### src/rtl/flip_pkg.sv
// Shared definitions for the corner flip datapath (flip_controller reads corners,
// corner_writeback writes them back).
package flip_pkg;

    typedef enum logic [1:0] {
        IDLE  = 2'd0,
        WRITE = 2'd1,
        DONE  = 2'd2
    } state_t;

    localparam logic [1:0] C00 = 2'd0;
    localparam logic [1:0] C01 = 2'd1;
    localparam logic [1:0] C10 = 2'd2;
    localparam logic [1:0] C11 = 2'd3;

    localparam int DEFAULT_ROWS       = 4;
    localparam int DEFAULT_COLS       = 4;
    localparam int DEFAULT_DATA_WIDTH = 8;

endpackage

### src/rtl/corner_addr_gen.sv
// Combinational row-major address of one matrix element, wrapping modulo 2^ADDR_WIDTH.
module corner_addr_gen #(
    parameter int ADDR_WIDTH = 8,
    parameter int COLS       = 4,
    parameter int ROW_WIDTH  = 2,
    parameter int COL_WIDTH  = 2
) (
    input  logic [ADDR_WIDTH-1:0] base,
    input  logic [ROW_WIDTH-1:0]  row,
    input  logic [COL_WIDTH-1:0]  col,
    output logic [ADDR_WIDTH-1:0] addr
);

    logic [ADDR_WIDTH-1:0] row_offset;

    assign row_offset = ADDR_WIDTH'(row) * ADDR_WIDTH'(COLS);
    assign addr       = base + row_offset + ADDR_WIDTH'(col);

endmodule

### src/rtl/corner_writeback.sv
// Writes the four (possibly coincident) rectangle corners back to matrix memory,
// one acknowledged write at a time, with a per-write ack timeout.
module corner_writeback
    import flip_pkg::*;
#(
    parameter int ROWS        = DEFAULT_ROWS,
    parameter int COLS        = DEFAULT_COLS,
    parameter int DATA_WIDTH  = DEFAULT_DATA_WIDTH,
    parameter int ADDR_WIDTH  = 8,
    parameter int ACK_TIMEOUT = 16,
    localparam int ROW_WIDTH  = (ROWS > 1) ? $clog2(ROWS) : 1,
    localparam int COL_WIDTH  = (COLS > 1) ? $clog2(COLS) : 1
) (
    input  logic                    clk,
    input  logic                    reset,
    input  logic                    start,
    input  logic [ADDR_WIDTH-1:0]   base_addr,
    input  logic [ROW_WIDTH-1:0]    r1,
    input  logic [ROW_WIDTH-1:0]    r2,
    input  logic [COL_WIDTH-1:0]    c1,
    input  logic [COL_WIDTH-1:0]    c2,
    input  logic [4*DATA_WIDTH-1:0] corner_data,
    output logic                    mem_we,
    output logic [ADDR_WIDTH-1:0]   mem_addr,
    output logic [DATA_WIDTH-1:0]   mem_wdata,
    input  logic                    mem_ack,
    output logic                    busy,
    output logic                    done,
    output logic                    err
);

    localparam int WAIT_WIDTH = $clog2(ACK_TIMEOUT + 1);

    state_t                  state_reg, state_next;
    logic [1:0]              idx_reg, idx_next;
    logic [WAIT_WIDTH-1:0]   wait_reg, wait_next;
    logic                    err_reg, err_next;
    logic                    latch_req;

    logic [ADDR_WIDTH-1:0]   base_reg;
    logic [ROW_WIDTH-1:0]    r1_reg, r2_reg;
    logic [COL_WIDTH-1:0]    c1_reg, c2_reg;
    logic [4*DATA_WIDTH-1:0] data_reg;

    logic [3:0][ADDR_WIDTH-1:0] corner_addr;
    logic [3:0]                 corner_valid;
    logic                       has_next;
    logic [1:0]                 next_idx;

    // Corner gi uses r2 for the lower pair and c2 for the odd corners.
    generate
        for (genvar gi = 0; gi < 4; gi++) begin : g_corner
            corner_addr_gen #(
                .ADDR_WIDTH (ADDR_WIDTH),
                .COLS       (COLS),
                .ROW_WIDTH  (ROW_WIDTH),
                .COL_WIDTH  (COL_WIDTH)
            ) u_addr (
                .base (base_reg),
                .row  ((gi >= 2) ? r2_reg : r1_reg),
                .col  ((gi % 2 == 1) ? c2_reg : c1_reg),
                .addr (corner_addr[gi])
            );
        end
    endgenerate

    always_comb begin
        corner_valid      = '0;
        corner_valid[C00] = 1'b1;
        corner_valid[C01] = (c1_reg != c2_reg);
        corner_valid[C10] = (r1_reg != r2_reg);
        corner_valid[C11] = (c1_reg != c2_reg) && (r1_reg != r2_reg);
    end

    // Lowest-numbered valid corner after the current one; descending scan so it wins.
    always_comb begin
        has_next = 1'b0;
        next_idx = idx_reg;
        for (int i = 3; i >= 0; i--) begin
            if (2'(i) > idx_reg && corner_valid[i]) begin
                has_next = 1'b1;
                next_idx = 2'(i);
            end
        end
    end

    always_comb begin
        state_next = state_reg;
        idx_next   = idx_reg;
        wait_next  = wait_reg;
        err_next   = err_reg;
        latch_req  = 1'b0;
        case (state_reg)
            IDLE: begin
                idx_next  = C00;
                wait_next = '0;
                err_next  = 1'b0;
                if (start) begin
                    latch_req  = 1'b1;
                    state_next = WRITE;
                end
            end
            WRITE: begin
                if (mem_ack) begin
                    wait_next = '0;
                    if (has_next) begin
                        idx_next = next_idx;
                    end else begin
                        state_next = DONE;
                    end
                end else if (wait_reg == WAIT_WIDTH'(ACK_TIMEOUT - 1)) begin
                    state_next = DONE;
                    err_next   = 1'b1;
                end else begin
                    wait_next = wait_reg + 1'b1;
                end
            end
            DONE: begin
                state_next = IDLE;
            end
            default: begin
                state_next = IDLE;
            end
        endcase
    end

    always_ff @(posedge clk or posedge reset) begin
        if (reset) begin
            state_reg <= IDLE;
            idx_reg   <= '0;
            wait_reg  <= '0;
            err_reg   <= 1'b0;
            base_reg  <= '0;
            r1_reg    <= '0;
            r2_reg    <= '0;
            c1_reg    <= '0;
            c2_reg    <= '0;
            data_reg  <= '0;
        end else begin
            state_reg <= state_next;
            idx_reg   <= idx_next;
            wait_reg  <= wait_next;
            err_reg   <= err_next;
            if (latch_req) begin
                base_reg <= base_addr;
                r1_reg   <= r1;
                r2_reg   <= r2;
                c1_reg   <= c1;
                c2_reg   <= c2;
                data_reg <= corner_data;
            end
        end
    end

    assign mem_we    = (state_reg == WRITE);
    assign busy      = (state_reg == WRITE);
    assign done      = (state_reg == DONE);
    assign err       = (state_reg == DONE) && err_reg;
    assign mem_addr  = mem_we ? corner_addr[idx_reg] : '0;
    assign mem_wdata = mem_we ? data_reg[idx_reg*DATA_WIDTH +: DATA_WIDTH] : '0;

endmodule

### config.mk
export PLATFORM = sky130hd
export DESIGN_NAME = corner_writeback
export DESIGN_NICKNAME = d
export VERILOG_FILES = /design/src/rtl/flip_pkg.sv /design/src/rtl/corner_addr_gen.sv /design/src/rtl/corner_writeback.sv
export SDC_FILE = /design/constraint.sdc
export NUM_CORES = 1
export LEC_CHECK = 0
export CAP_MARGIN = 30
export CORE_ASPECT_RATIO = 0.75
export CORE_MARGIN = 2
export CORE_UTILIZATION = 47
export CTS_CLUSTER_SIZE = 8
export DETAILED_ROUTE_END_ITERATION = 10
export DONT_BUFFER_PORTS = 1
export SLEW_MARGIN = 20
export SYNTH_ARGS = -nofsm -noshare
export SYNTH_HDL_FRONTEND = slang
export SYNTH_SLANG_ARGS = --single-unit
### constraint.sdc
create_clock -name clk -period 2.25 [get_ports clk]
set_input_delay 0.225 -clock clk [delete_from_list [all_inputs] [get_ports clk]]
set_output_delay 0.225 -clock clk [all_outputs]
set_load 0.05 [all_outputs]
* Word level (Yosys, flattened, before mapping)
Index checks and enable logic that the tools add are counted.
** Cells by class
- $add $sub $neg :: 7
- Multipliers :: 0
- Divide/modulo/power cells :: 0
- Order comparisons :: 5
- Equal/unequal tests :: 14
- Shifts and indexed selects :: 1
- Muxes and demuxes :: 28
- Bitwise logic cells :: 0
- Reduce and logical (&&, ||, !) cells :: 11
** Operators by type and width (count)
- adder 8 x 2 -> 8 bit :: 4
- variable part select 32 x 6 -> 8 bit :: 1
- two-way mux 8 bit :: 3
- two-way mux 2 bit :: 10
- adder 8 x 4 -> 8 bit :: 2
- binary-select mux 8 bit (select 2 bit) :: 1
- two-way mux 5 bit :: 2
- case mux 5 bit (2 select lines) :: 1
- two-way mux 1 bit :: 8
- case mux 2 bit (2 select lines) :: 2
- inequality test 2 x 1 -> 1 bit (second input constant) :: 3
- inequality test 3 bit (second input constant) :: 2
- AND reduction 3 bit :: 2
- adder 5 x 1 -> 5 bit (second input constant) :: 1
- == test 5 x 4 -> 1 bit (second input constant) :: 1
- logical AND 1 bit :: 5
- inequality test 5 x 1 -> 1 bit (second input constant) :: 1
- > comparator 1 x 2 -> 1 bit (first input constant) :: 2
- > comparator 2 bit (first input constant) :: 2
- inequality test 2 bit :: 2
- inequality test 2 bit (second input constant) :: 2
- AND reduction 4 bit :: 1
- less-than comparator 2 x 3 -> 1 bit (second input constant) :: 1
- inequality test 3 x 1 -> 1 bit (second input constant) :: 1
- other kinds (6) :: 6
** Word-level totals
- Register bits :: 58
- Latch bits :: 0
- RAM bits :: 0
- Memory bits (read-only) :: 0
- Memories kept :: 0

* Longest topological paths before layout
- Word-level depth :: 10
- Gate-level depth with buffers :: 8
- Depth with buffers taken out :: 8

* By module
A second synthesis with hierarchy kept.
** Unflattened totals
- Cell total of the unflattened synthesis :: 322
- Area, all modules :: 3891.2 um2
** Modules (own cells, without submodules)
- corner_writeback :: times used 1, cells each 210, area an instance 3005.4 um2, sequential area each 1451.4 um2
- corner_addr_gen :: times used 4, cells each 28, area an instance 221.5 um2, sequential area each 0.0 um2

* Worst setup path after synthesis
No wires, ideal clock.
- Path type :: reg-to-output
- Start :: register r1_reg[0]
- End :: output mem_addr[4]
- Arrival time :: 2845 ps
- Required time :: 2025 ps
- Setup slack :: -820 ps
- Stages on the path, launching flop included :: 9
- Cell sequence :: dfrtp_1 > ha_1 > inv_1 > fa_1 > xor2_1 > nor3_2 > a211oi_1 > a21oi_1 > a211oi_1
** On the way
- Longest elaborated chain between the ends :: 5
- Elaborated cells between the ends (all ways) :: 6
- Those cells by class :: add/sub (3); mux (3)
** Ends and longest elaborated chain
- start, declared :: RTL line corner_writeback.sv:41 : logic [ROW_WIDTH-1:0] r1_reg, r2_reg;
- start signal, assigned :: RTL line corner_writeback.sv:146 : r1_reg <= r1;
- adder 8 x 4 -> 8 bit (*) :: RTL line corner_addr_gen.sv:17 : assign addr = base + row_offset + ADDR_WIDTH'(col);
- adder 8 x 2 -> 8 bit :: RTL line corner_addr_gen.sv:17
- binary-select mux 8 bit (select 2 bit) (*) :: RTL line corner_writeback.sv:159 : assign mem_addr = mem_we ? corner_addr[idx_reg] : '0;
- two-way mux 8 bit (not written as such) (*) :: RTL line corner_writeback.sv:159
- two-way mux 8 bit (*) :: RTL line corner_writeback.sv:159
- end, declared :: RTL line corner_writeback.sv:24 : output logic [ADDR_WIDTH-1:0] mem_addr,
Every way passes the cells marked *; elsewhere a longest branch is shown, timed or not. The select of a mux whose other input is x is not followed.

* Worst setup path in the final report
- Start :: register base_reg[2]
- End :: output mem_addr[5]
** On the way
- Longest elaborated chain between the ends :: 5
- Elaborated cells between the ends (all ways) :: 9
- Those cells by class :: add/sub (6); mux (3)
** Ends and longest elaborated chain
- start, declared :: RTL line corner_writeback.sv:40 : logic [ADDR_WIDTH-1:0] base_reg;
- start signal, assigned :: RTL line corner_writeback.sv:145 : base_reg <= base_addr;
- adder 8 x 4 -> 8 bit :: RTL line corner_addr_gen.sv:17
- adder 8 x 2 -> 8 bit :: RTL line corner_addr_gen.sv:17
- binary-select mux 8 bit (select 2 bit) (*) :: RTL line corner_writeback.sv:159
- two-way mux 8 bit (not written as such) (*) :: RTL line corner_writeback.sv:159
- two-way mux 8 bit (*) :: RTL line corner_writeback.sv:159
Marked as above.

==> results.toml <==
[run_status]
status = "finished with violations"
violations = "setup timing"

[sta]
maxSlewHeadroom_pct = 67.2
setup_ws_ns = -0.417
fmax_mhz = 375
period_share_pct = 119
hold_viol_final = 0
period_needed_ns = 2.67
rsz0062_at_grt = "true"
setup_viol = 6
fin_worst_skew_ns = 0.00487
worst_pin_slew_ns = 0.492
drv_slew = 0

[clock_tree]
cts_root_buffer = "clkbuf_8"
h-tree-depth = 3
cts.path.max_buffers = 2
cts_tree = "built"
clock_latency_ns = 0.33
numCtsBuffers = 9
path_clk_slew_ns = 0.07
cts_sinks = 58

[setup_path]
endpoint_kind = "primary output"
path_class = "reg2out"
critical-path-max-stage-delay_ns = 0.43
required_ns = 2.03
r2r_end = "wait_reg[3]"
crit_cells = 9
critPathBufInv = 2
cp_top_family = "adder cells"
r2r.worst_path.cells = 7
crit_slowest_cell = "fa_2"
r2r_start = "wait_reg[0]"
critPathMaxFanout = 4
crit_path_start_kind = "register"
regToRegSetupSlack_ns = 0.38
cp.arrival_ns = 2.44
crit_chain = "ha_2 > inv_2 > fa_2 > nand2b_4 > a2111oi_4 > xnor2_1 > mux2i_1 > nor2_4 > buf_12"

[yosys]
synth-seq-cells = 58
synth_edf_count = 0
synthFlopType = "dfrtp_1"
seq_area_frac_synth_pct = 42.5
syn_area_um2 = 3410
avgSynthCellArea_um2 = 12.3
synth-async-reset-ratio_pct = 100
synth_fp_nets = 344
ys_types = 46
yosys_warnings = 0
synth_cells = 278

[die]
die_area_um2 = 7960
initial_core_util_pct = 49.2
row_count = 26
die_h_um = 77.8
dieWidth_um = 102
core_area_um2 = 6930
num_io_pins = 72

[final_layout]
regArea_um2 = 1450
synthToLayoutAreaGrowth_pct = 31.5
nets = 396
fillers = 551
final_cell_mix = "dfrtp_1, mux2_1, buf_4, nor2_1, buf_12"
largest_register_ffs = 32
multi_input_area_um2 = 2010
drive_above_1_share_pct = 35.5
final_common_cell = "dfrtp_1"

[routing]
postRouteAntennaNets = 0
routedWlPerCell_um = 16.6
drt-total-wl_mm = 7.21
drt_iter0_drc = 32
remaining_drc_errors = 0
dr.pass1.iters = 4
viasPerCell = 5.18
via_count = 2247

[place]
gp_congestion = 0.832
dp_hpwl_mm = 5.57
port_buffers = 0
dp_slack_ns = -0.143

[hold_path]
min_from = "corner_data[10]"
hold_path_class = "in2reg"
min_to = "data_reg[10]"
min_delay_path_depth = 1

[grt]
track_usage_pct = 19.6
antenna_found_initial = 1
grt_overflow = 0
grt_pass1_vias = 2338
grt_pass1_wl_mm = 11.7
grt_max_degree = 28

[flow_run]
maxCapViolations = 0
stage by stage:
step	hold slack, ns	std cells	area [um2]	util (%)	TNS (ns)
finish	0.0190	434	4490	64.8	-1.66
global route	0.000508	434	4490	64.8	-2.34
CTS	0.000145	429	4440	64.0	-1.89
detailed placement	0.170	410	4040	58.3	-0.414
global placement	0.161	410	4040	58.3	-0.255
floorplan	0.342	278	3480	-	-0.285
metal layers:
metal  routed length (um)  track usage [%]  vias to the layer above
met5                    0                0                        -
met2                 3120             28.2                       56
met3                  393             6.22                       10
met1                 3590             28.0                     1089
met4                  104             6.53                        0
li1                     -                -                     1092
final cells by class:
class                   instances  share of cell area (%)
clock buffers                  12                    3.68
flip-flops and latches         58                    32.4
clock inverters                 4                    1.62
diodes                          1                  0.0558
repair buffers                 55                    13.8
well taps                      98                    2.73
multi-input cells             196                    44.9
inverters                      10                   0.837
cells in the mapped netlist, types with 2 or more instances:
library cell	instances	area share (%)
a211oi_1	4	0.88
a21o_1	4	0.88
a21oi_1	7	1.0
a32oi_2	2	0.95
and2_1	10	1.8
buf_2	5	0.73
buf_4	6	1.3
buf_6	2	0.66
dfrtp_1	58	43
fa_1	4	2.3
ha_1	10	3.7
inv_1	10	1.1
mux2_1	46	15
mux2i_1	4	1.2
mux4_2	8	5.3
nand2_1	13	1.4
nand2b_1	5	0.92
nand3_1	2	0.29
nand3_2	2	0.59
nand4b_1	2	0.51
nor2_1	16	1.8
nor2b_1	5	0.92
nor2b_2	2	0.51
nor3_2	2	0.59
o21ai_0	9	1.3
o22ai_1	2	0.37
or3_1	2	0.37
xnor2_1	14	3.6
xor2_1	5	1.3
logic make-up after synthesis:
family	synth area share, %
buffers and inverters	3.92
AND/OR/NAND/NOR	11.2
XOR/XNOR	5.68
flip-flops	42.5
multiplexers	22.3
adder cells (fa/ha/maj)	6.31
AO/OA/AOI/OAI	8.03
worst max-delay path by stage:
stage,startpoint,to,slack (ns)
global placement,base_reg[2],mem_addr[5],-0.1
finish,base_reg[2],mem_addr[5],-0.42
CTS,base_reg[2],mem_addr[5],-0.46
detailed placement,base_reg[2],mem_addr[5],-0.14
floorplan,base_reg[2],mem_addr[5],-0.11
global route,base_reg[2],mem_addr[5],-0.53
worst reg2reg max path, stage by stage (launching register included):
cell	delay [ns]
dfrtp_1	0.41
ha_1	0.24
and3_1	0.19
ha_1	0.24
inv_1	0.10
nand4_1	0.12
or4_1	0.40
o21ai_0	0.08
what timing repair did:
item | CTS | global route
endpoints found under the hold margin | 22 | 3
pin swaps | 11 | 5
resized for setup | 29 | 3
setup endpoints to repair | 14 | 14
setup buffers | 1 | 1
hold buffers | 2 | 3
Power is not shown: default switching activity piles up to over one toggle a cycle in this logic, so the estimate is an artifact.
